### src/rtl/uart_rx_if.sv
// Serial receive link: line and frame options in, recovered byte and
// per-frame status strobes out. The receiver uses the slave view; the
// line driver / consumer uses the master view.
interface uart_rx_if;
  logic       RX_IN;
  logic       PAR_EN;
  logic       PAR_TYP;
  logic [7:0] P_DATA;
  logic       data_valid;
  logic       par_err;
  logic       stop_err;
  logic       busy;

  modport master (
    output RX_IN, PAR_EN, PAR_TYP,
    input  P_DATA, data_valid, par_err, stop_err, busy
  );

  modport slave (
    input  RX_IN, PAR_EN, PAR_TYP,
    output P_DATA, data_valid, par_err, stop_err, busy
  );
endinterface

### src/rtl/uart_rx.sv
// UART receiver: start, 8 data bits LSB-first, optional parity, stop.
// Line is oversampled PRESCALE clocks per bit; each bit is decided by a
// 2-of-3 majority around the bit centre. Results are one-cycle strobes.
module uart_rx #(
  parameter int PRESCALE = 8
) (
  input  logic     clk,
  input  logic     rst,
  uart_rx_if.slave bus
);

  localparam int CW = (PRESCALE > 2) ? $clog2(PRESCALE) : 1;
  localparam logic [CW-1:0] CNT_LAST = CW'(PRESCALE - 1);
  localparam logic [CW-1:0] SMP_A    = CW'(PRESCALE / 2 - 1);
  localparam logic [CW-1:0] SMP_B    = CW'(PRESCALE / 2);
  localparam logic [CW-1:0] SMP_C    = CW'(PRESCALE / 2 + 1);

  typedef enum logic [2:0] {
    S_IDLE, S_START, S_DATA, S_PARITY, S_STOP
  } state_t;

  function automatic logic maj3(input logic a, input logic b, input logic c);
    return (a & b) | (a & c) | (b & c);
  endfunction

  state_t          state_q, state_d;
  logic [CW-1:0]   edge_cnt_q, edge_cnt_d;
  logic [2:0]      bit_cnt_q, bit_cnt_d;
  logic [7:0]      shift_q, shift_d;
  logic [1:0]      smp_q, smp_d;
  logic            bit_q, bit_d;
  logic            par_en_q, par_en_d;
  logic            par_typ_q, par_typ_d;
  logic            par_bad_q, par_bad_d;
  logic [7:0]      pdata_q, pdata_d;
  logic            dv_q, dv_d;
  logic            pe_q, pe_d;
  logic            se_q, se_d;
  logic            rx_meta_q, rx_s_q;
  logic            bit_end;
  logic            bit_now;

  assign bit_end = (edge_cnt_q == CNT_LAST);
  // With the smallest prescale the third sample lands on the last tick,
  // so the vote is taken combinationally in that case.
  assign bit_now = (edge_cnt_q == SMP_C) ? maj3(smp_q[0], smp_q[1], rx_s_q) : bit_q;

  // Two-flop synchronizer for the asynchronous line, idling high.
  always_ff @(posedge clk) begin
    if (rst) begin
      rx_meta_q <= 1'b1;
      rx_s_q    <= 1'b1;
    end else begin
      rx_meta_q <= bus.RX_IN;
      rx_s_q    <= rx_meta_q;
    end
  end

  // Control state, counters, latched frame options and result strobes.
  always_ff @(posedge clk) begin
    if (rst) begin
      state_q    <= S_IDLE;
      edge_cnt_q <= '0;
      bit_cnt_q  <= '0;
      par_en_q   <= 1'b0;
      par_typ_q  <= 1'b0;
      par_bad_q  <= 1'b0;
      pdata_q    <= 8'h00;
      dv_q       <= 1'b0;
      pe_q       <= 1'b0;
      se_q       <= 1'b0;
    end else begin
      state_q    <= state_d;
      edge_cnt_q <= edge_cnt_d;
      bit_cnt_q  <= bit_cnt_d;
      par_en_q   <= par_en_d;
      par_typ_q  <= par_typ_d;
      par_bad_q  <= par_bad_d;
      pdata_q    <= pdata_d;
      dv_q       <= dv_d;
      pe_q       <= pe_d;
      se_q       <= se_d;
    end
  end

  // Sample and shift registers; always rewritten before use in a frame.
  always_ff @(posedge clk) begin
    shift_q <= shift_d;
    smp_q   <= smp_d;
    bit_q   <= bit_d;
  end

  // Next-state, sampling and frame-completion logic.
  always_comb begin
    state_d    = state_q;
    edge_cnt_d = edge_cnt_q;
    bit_cnt_d  = bit_cnt_q;
    shift_d    = shift_q;
    smp_d      = smp_q;
    bit_d      = bit_q;
    par_en_d   = par_en_q;
    par_typ_d  = par_typ_q;
    par_bad_d  = par_bad_q;
    pdata_d    = pdata_q;
    dv_d       = 1'b0;
    pe_d       = 1'b0;
    se_d       = 1'b0;

    if (state_q != S_IDLE) begin
      edge_cnt_d = bit_end ? '0 : edge_cnt_q + CW'(1);
      if (edge_cnt_q == SMP_A) smp_d[0] = rx_s_q;
      if (edge_cnt_q == SMP_B) smp_d[1] = rx_s_q;
      if (edge_cnt_q == SMP_C) bit_d    = maj3(smp_q[0], smp_q[1], rx_s_q);
    end

    case (state_q)
      S_IDLE: begin
        edge_cnt_d = '0;
        if (!rx_s_q) begin
          // Detect cycle counts as tick 0 of the start bit.
          state_d    = S_START;
          edge_cnt_d = CW'(1);
          par_en_d   = bus.PAR_EN;
          par_typ_d  = bus.PAR_TYP;
          par_bad_d  = 1'b0;
        end
      end
      S_START: begin
        if (bit_end) begin
          if (bit_now) begin
            state_d = S_IDLE;
          end else begin
            state_d   = S_DATA;
            bit_cnt_d = 3'd0;
          end
        end
      end
      S_DATA: begin
        if (bit_end) begin
          shift_d[bit_cnt_q] = bit_now;
          if (bit_cnt_q == 3'd7) begin
            state_d = par_en_q ? S_PARITY : S_STOP;
          end else begin
            bit_cnt_d = bit_cnt_q + 3'd1;
          end
        end
      end
      S_PARITY: begin
        if (bit_end) begin
          par_bad_d = (bit_now != ((^shift_q) ^ par_typ_q));
          state_d   = S_STOP;
        end
      end
      S_STOP: begin
        if (bit_end) begin
          state_d = S_IDLE;
          se_d    = ~bit_now;
          pe_d    = par_bad_q;
          if (!par_bad_q && bit_now) begin
            dv_d    = 1'b1;
            pdata_d = shift_q;
          end
        end
      end
      default: state_d = S_IDLE;
    endcase
  end

  assign bus.P_DATA     = pdata_q;
  assign bus.data_valid = dv_q;
  assign bus.par_err    = pe_q;
  assign bus.stop_err   = se_q;
  assign bus.busy       = (state_q != S_IDLE);

endmodule

### src/flat_wrapper.sv
// flat-port wrapper written by rule: the top's interface ports become plain ports
module uart_rx_flat 
#(
  parameter int PRESCALE = 8
)
  (clk, rst, bus_RX_IN, bus_PAR_EN, bus_PAR_TYP, bus_P_DATA, bus_data_valid, bus_par_err, bus_stop_err, bus_busy);
  uart_rx_if bus_i ();
  input  logic clk;
  input  logic rst;
  input wire logic [$bits(bus_i.RX_IN)-1:0] bus_RX_IN;
  input wire logic [$bits(bus_i.PAR_EN)-1:0] bus_PAR_EN;
  input wire logic [$bits(bus_i.PAR_TYP)-1:0] bus_PAR_TYP;
  output wire logic [$bits(bus_i.P_DATA)-1:0] bus_P_DATA;
  output wire logic [$bits(bus_i.data_valid)-1:0] bus_data_valid;
  output wire logic [$bits(bus_i.par_err)-1:0] bus_par_err;
  output wire logic [$bits(bus_i.stop_err)-1:0] bus_stop_err;
  output wire logic [$bits(bus_i.busy)-1:0] bus_busy;
  assign bus_i.RX_IN = bus_RX_IN;
  assign bus_i.PAR_EN = bus_PAR_EN;
  assign bus_i.PAR_TYP = bus_PAR_TYP;
  assign bus_P_DATA = bus_i.P_DATA;
  assign bus_data_valid = bus_i.data_valid;
  assign bus_par_err = bus_i.par_err;
  assign bus_stop_err = bus_i.stop_err;
  assign bus_busy = bus_i.busy;
  uart_rx #(.PRESCALE(PRESCALE)) u_core (.clk(clk), .rst(rst), .bus(bus_i));
endmodule
### config.mk
export PLATFORM = sky130hd
export DESIGN_NAME = uart_rx_flat
export DESIGN_NICKNAME = d
export VERILOG_FILES = /design/src/rtl/uart_rx_if.sv /design/src/rtl/uart_rx.sv /design/src/flat_wrapper.sv
export SDC_FILE = /design/constraint.sdc
export NUM_CORES = 1
export LEC_CHECK = 0
export ABC_AREA = 1
export BUFFER_PORTS_ARGS = -buffer_cell sky130_fd_sc_hd__buf_2
export CELL_PAD_IN_SITES_DETAIL_PLACEMENT = 2
export CELL_PAD_IN_SITES_GLOBAL_PLACEMENT = 2
export CORE_MARGIN = 8
export CORE_UTILIZATION = 35
export CTS_BUF_LIST = sky130_fd_sc_hd__clkbuf_4 sky130_fd_sc_hd__clkbuf_8
export DETAILED_ROUTE_END_ITERATION = 12
export PLACE_DENSITY = 0.85
export REMOVE_ABC_BUFFERS = 1
export SLEW_MARGIN = 30
export SYNTH_ARGS = -nofsm -noshare
export SYNTH_HDL_FRONTEND = slang
export SYNTH_SLANG_ARGS = --single-unit
export TNS_END_PERCENT = 50
### constraint.sdc
create_clock -name clk -period 1.65 [get_ports clk]
set_input_delay 0.2475 -clock clk [delete_from_list [all_inputs] [get_ports clk]]
set_output_delay 0.2475 -clock clk [all_outputs]
set_load 0.005 [all_outputs]
Word-level counts from Yosys, hierarchy flattened
Index checks and enable logic that the tools add are counted.

Bits in latches: 0. Output and inout bits: 12. Bits of input ports: 5. Memory bits (read-only): 0. Register bits after elaboration: 36. RAM bits: 0. Memories: 0.

Shift-type cells: 0. Div/mod/pow operators: 0. Add/subtract/negate cells: 2. Reduce and logical (&&, ||, !) cells: 18. Mux-type cells: 26. Bitwise logic cells: 10. Eq/ne operators: 18. Magnitude comparators: 2. Multiply operators: 0.

Operators with widths (number): two-way mux 3 bit (14); == test 3 bit (second input constant) (5); case mux 3 bit (5 select lines) (1); != test 2 x 1 -> 1 bit (second input constant) (5); == test 3 x 2 -> 1 bit (second input constant) (3); bitwise mux 8 bit (1); AND reduction 2 bit (4); XOR reduction 8 bit (1); adder 3 x 1 -> 3 bit (second input constant) (2); two-way mux 1 bit (6); != test 2 bit (second input constant) (3); case mux 3 bit (2 select lines) (1); AND reduction 3 bit (2); AND reduction 6 bit (1); nonzero test 2 bit (3); AND reduction 5 bit (1); < comparator 3 x 4 -> 1 bit (second input constant) (1); inverter 1 bit (4); bitwise AND 1 bit (3); demux 1 bit (select 3 bit) (1); == test 3 x 1 -> 1 bit (second input constant) (1); greater-or-equal comparator 3 x 1 -> 1 bit (second input constant) (1); logical NOT 3 bit (1); nonzero test 3 bit (1); 8 further kinds (10).

Logic depth before layout (Yosys ltp)
Word-level depth: 7. Mapped depth: 12. Mapped depth without buffers: 12.

Worst setup path after synthesis
Ideal clock, no wire load.

Kind: register to register. Start point: reg u_core.edge_cnt_q[0]. End point: reg u_core.state_q[0]. Cell stages (with the launch flop): 10. Path slack: 150 ps. Arrival time: 1387 ps. Period minus slack after synthesis: 1500 ps. Path buffers: 0. Path through: dfxtp_1 > ha_1 > ha_1 > inv_1 > nand2_1 > o21ai_0 > nor2_1 > nand3_1 > nor2_1 > nor2_1.

Longest elaborated chain between the ends: 3.

Ends and longest elaborated chain: start, declared (line uart_rx.sv:27) `logic [CW-1:0] edge_cnt_q, edge_cnt_d;`; start signal, assigned (line uart_rx.sv:74) `edge_cnt_q <= edge_cnt_d;`; == test 3 bit (*) (line uart_rx.sv:43) `assign bit_end = (edge_cnt_q == CNT_LAST);`; != test 2 x 1 -> 1 bit (no source line); AND reduction 6 bit (no source line) (*); end signal, assigned (line uart_rx.sv:73) `state_q <= state_d;`; end, declared (line uart_rx.sv:26) `state_t state_q, state_d;`.

Mark *: on every way between the ends. The rest lies on a longest branch, timed or not. A chain may end at the register's enable or synchronous reset.

Worst setup path after layout
Start point: reg u_core.edge_cnt_q[1]. End point: reg u_core.bit_cnt_q[2].

Longest elaborated chain between the ends: 4.

Ends and longest elaborated chain: == test 3 bit (line uart_rx.sv:46) `assign bit_now = (edge_cnt_q == SMP_C) ? maj3(smp_q[0], smp_q[1], rx_s_q) : bit_q;`; two-way mux 1 bit; != test 2 bit (no source line); AND reduction 5 bit (no source line) (*); end signal, assigned (line uart_rx.sv:75) `bit_cnt_q <= bit_cnt_d;`; end, declared (line uart_rx.sv:28) `logic [2:0] bit_cnt_q, bit_cnt_d;`.

Marked as above.

==> metrics.md <==
| Metric | Value |
|---|---|
| Hold buffer count at cts | `0` |
| Slew Limit Fails | `0` |
| DRC Markers | `0` |
| Netlist Area Pre-Place | `1810 sq um` |
| Crit Path Class | `flop to flop` |
| Max-slew headroom | `0.681` |
| Worst min-delay path class | `input port to flop` |
| Die Y | `88.0 microns` |
| Status | `finished, final reports clean` |
| Max-cap violations | `0` |
| Ports | `17` |
| Fill count | `612` |
| Final Cell Area | `2190 sq um` |
| WP data required | `1.84 ns` |
| Detailed Place HPWL | `3.99 mm` |
| Seq/Total Area, Yosys | `0.458` |
| Fin crit period | `1.60 ns` |
| Worst-path clk slew | `0.07 ns` |
| WP data arrival | `1.79 ns` |
| Max Clk Rate | `0.623 GHz` |
| Die width | `88.0 microns` |
| Most frequent cells in the layout | `nand2_1, nor2_1, inv_1, dfxtp_1, buf_2` |
| Wirelength per Cell | `16.0 microns` |
| Via count | `1637` |
| Die Area | `7740 sq um` |
| Initial core utilization | `0.360` |
| DR vias/cell | `4.83` |
| Finish-stage setup viols | `0` |
| CP max FO | `3` |
| Tcrit/Tclk final | `0.972` |
| Fraction of layout cells with a size suffix above 1 | `0.264` |
| Pre-CTS setup slack | `-0.0873 ns` |
| Post-synth top flop | `dfxtp_1` |
| DP Area | `2020 sq um` |
| First drt pass iteration count | `4` |
| Total Routing Usage GR | `0.152` |
| Final core utilization | `0.435` |
| Clk Latency, worst-skew pair | `0.30 ns` |
| LEAKAGE | `1.02 nW` |
| Max Root-Sink Buffers | `2` |
| Fin Hold WS | `0.136 ns` |
| Post-synth EDFFs | `11` |
| Port Buffers | `16` |
| DR iter-0 viols | `28` |
| Flops & latches, synth | `36` |
| Pin count of the biggest net entering global routing | `12` |
| Area growth from synthesis to layout | `20.9%` |
| Syn avg cell area | `7.62 sq um` |
| CTS buffer count | `5` |
| Global placement routability congestion | `0.830` |
| CTS tree | `built` |
| RSZ-0062 raised after global routing | `true` |
| Synth unique cells | `26` |
| Floorplan row count | `26` |
| Core Region | `5040 sq um` |
| H-tree lvl count | `2` |
| Setup ws final | `0.0456 ns` |
| CP endpoint kind | `flop` |
| Crit start category | `flop` |
| Routed WL | `5.44 mm` |
| Warnings, synthesis | `0` |
| Most common cell after layout, fill and taps aside | `nand2_1` |
| Final Hold Viols | `0` |
| Max Clock Skew | `0.00973 ns` |
| Power Density | `1460 nW/um^2` |
| Ant diodes | `0` |
| Worst VDD drop | `786 uV` |
| Root Driver | `clkbuf_8` |
| Initial antenna violation count | `0` |
| Async set-reset flop share out of synthesis | `0` |
| Fin nets | `280` |
| Cells after Synth | `238` |
| Gr ovfl total | `0` |
| Slew @ Worst Pin | `0.478 ns` |
| Post-DRT Antenna Nets | `0` |
| Clk sinks | `36` |
| First-pass GRT wire length | `8.80 mm` |
| Vias in the first global route | `1800` |
-- power by group --
part	internal [mW]	switching (mW)
combinational	0.455	0.887
sequential	1.07	0.129
clock	0.330	0.336
-- synthesized netlist by cell type, types with 2 or more instances --
master    count  area (sq um)
a21oi_1       5          25.0
edfxtp_1     11           330
or2_2         3          18.8
nor3_1        3          15.0
or2_0         2          12.5
nand3_1      14          70.1
nor4_1        4          25.0
inv_1        28           105
dfxtp_1      25           500
nand2_1      67           251
nand2_2       4          25.0
nor2_1       33           124
buf_2         2          10.0
ha_1          7          87.6
inv_2         6          22.5
o21ai_0      14          70.1
-- through the flow --
stage	total power [mW]	setup TNS, ns	cells
final	3.21	0	339
after detailed placement	2.44	-0.173	330
after CTS	3.15	-0.00108	339
after floorplan	2.00	0	235
after global routing	3.42	-0.0827	339
after global placement	2.35	0	330
-- per-layer routing --
layer / GRT usage / up-vias / wire, microns
met2: 0.291 / 19 / 3000
met5: 0 / - / 0
met3: 0.0356 / 7 / 173
met1: 0.154 / 806 / 2190
met4: 0.0563 / 0 / 81
li1: - / 805 / -
-- sequential cells by signal (all words and copies together), names as in the netlist --
name	count
u_core.bus.P_DATA	8
u_core.rx_meta_q	1
u_core.par_bad_q	1
u_core.bit_q	1
u_core.shift_q	8
u_core.rx_s_q	1
u_core.bus.data_valid	1
u_core.bit_cnt_q	3
u_core.par_typ_q	1
u_core.edge_cnt_q	3
u_core.state_q	3
u_core.par_en_q	1
u_core.bus.par_err	1
u_core.bus.stop_err	1
u_core.smp_q	2
-- area by class of cell --
| cell class | instances | area, sq um | share of cell area |
|---|---|---|---|
| clock inverter | 1 | 5.00 | 0.00228 |
| inverter | 34 | 128 | 0.0582 |
| clock buffer | 7 | 83.8 | 0.0382 |
| sequential | 36 | 841 | 0.383 |
| tap | 70 | 87.6 | 0.0399 |
| multi-input combinational | 165 | 893 | 0.407 |
| timing repair buffer | 26 | 155 | 0.0707 |
-- final timing paths --
| path | start | endpoint | slack, ns | cells after the start |
|---|---|---|---|---|
| hold reg to reg | u_core.rx_meta_q$_SDFF_PP1_ | u_core.rx_s_q$_SDFF_PP1_ | 0.41 | 1 |
| hold / removal | bus_RX_IN | u_core.rx_meta_q$_SDFF_PP1_ | 0.14 | 2 |
| setup / recovery | u_core.edge_cnt_q[1]$_SDFF_PP0_ | u_core.bit_cnt_q[2]$_SDFFE_PP0P_ | 0.05 | 11 |
| setup reg to reg | u_core.edge_cnt_q[1]$_SDFF_PP0_ | u_core.bit_cnt_q[2]$_SDFFE_PP0P_ | 0.05 | 11 |
-- cells by family after synthesis --
| family | synth area share |
|---|---|
| DFF | 0.458 |
| xor gates and xnor gates | 0.00966 |
| buffers and inverters | 0.0841 |
| and+or+nand+nor | 0.335 |
| AOI/OAI and AO/OA | 0.0648 |
| adders and majority gates | 0.0483 |
-- repair_timing --
action                                  CTS  global route
pin swaps                                 1             6
buffers inserted                          1             0
endpoints found under the setup margin    8            20
resized for setup                         7            17
-- worst max-delay path, cell delays in order (launching register included) --
cell	delay [ns]
dfxtp_4	0.36
inv_2	0.05
ha_2	0.17
nand2_2	0.10
inv_2	0.04
or2_2	0.28
nand2_2	0.09
nand2_4	0.07
nand2_4	0.09
nand3_1	0.10
nand2_1	0.09
nor2_1	0.04
No activity file was read; power rests on OpenSTA's default activity.
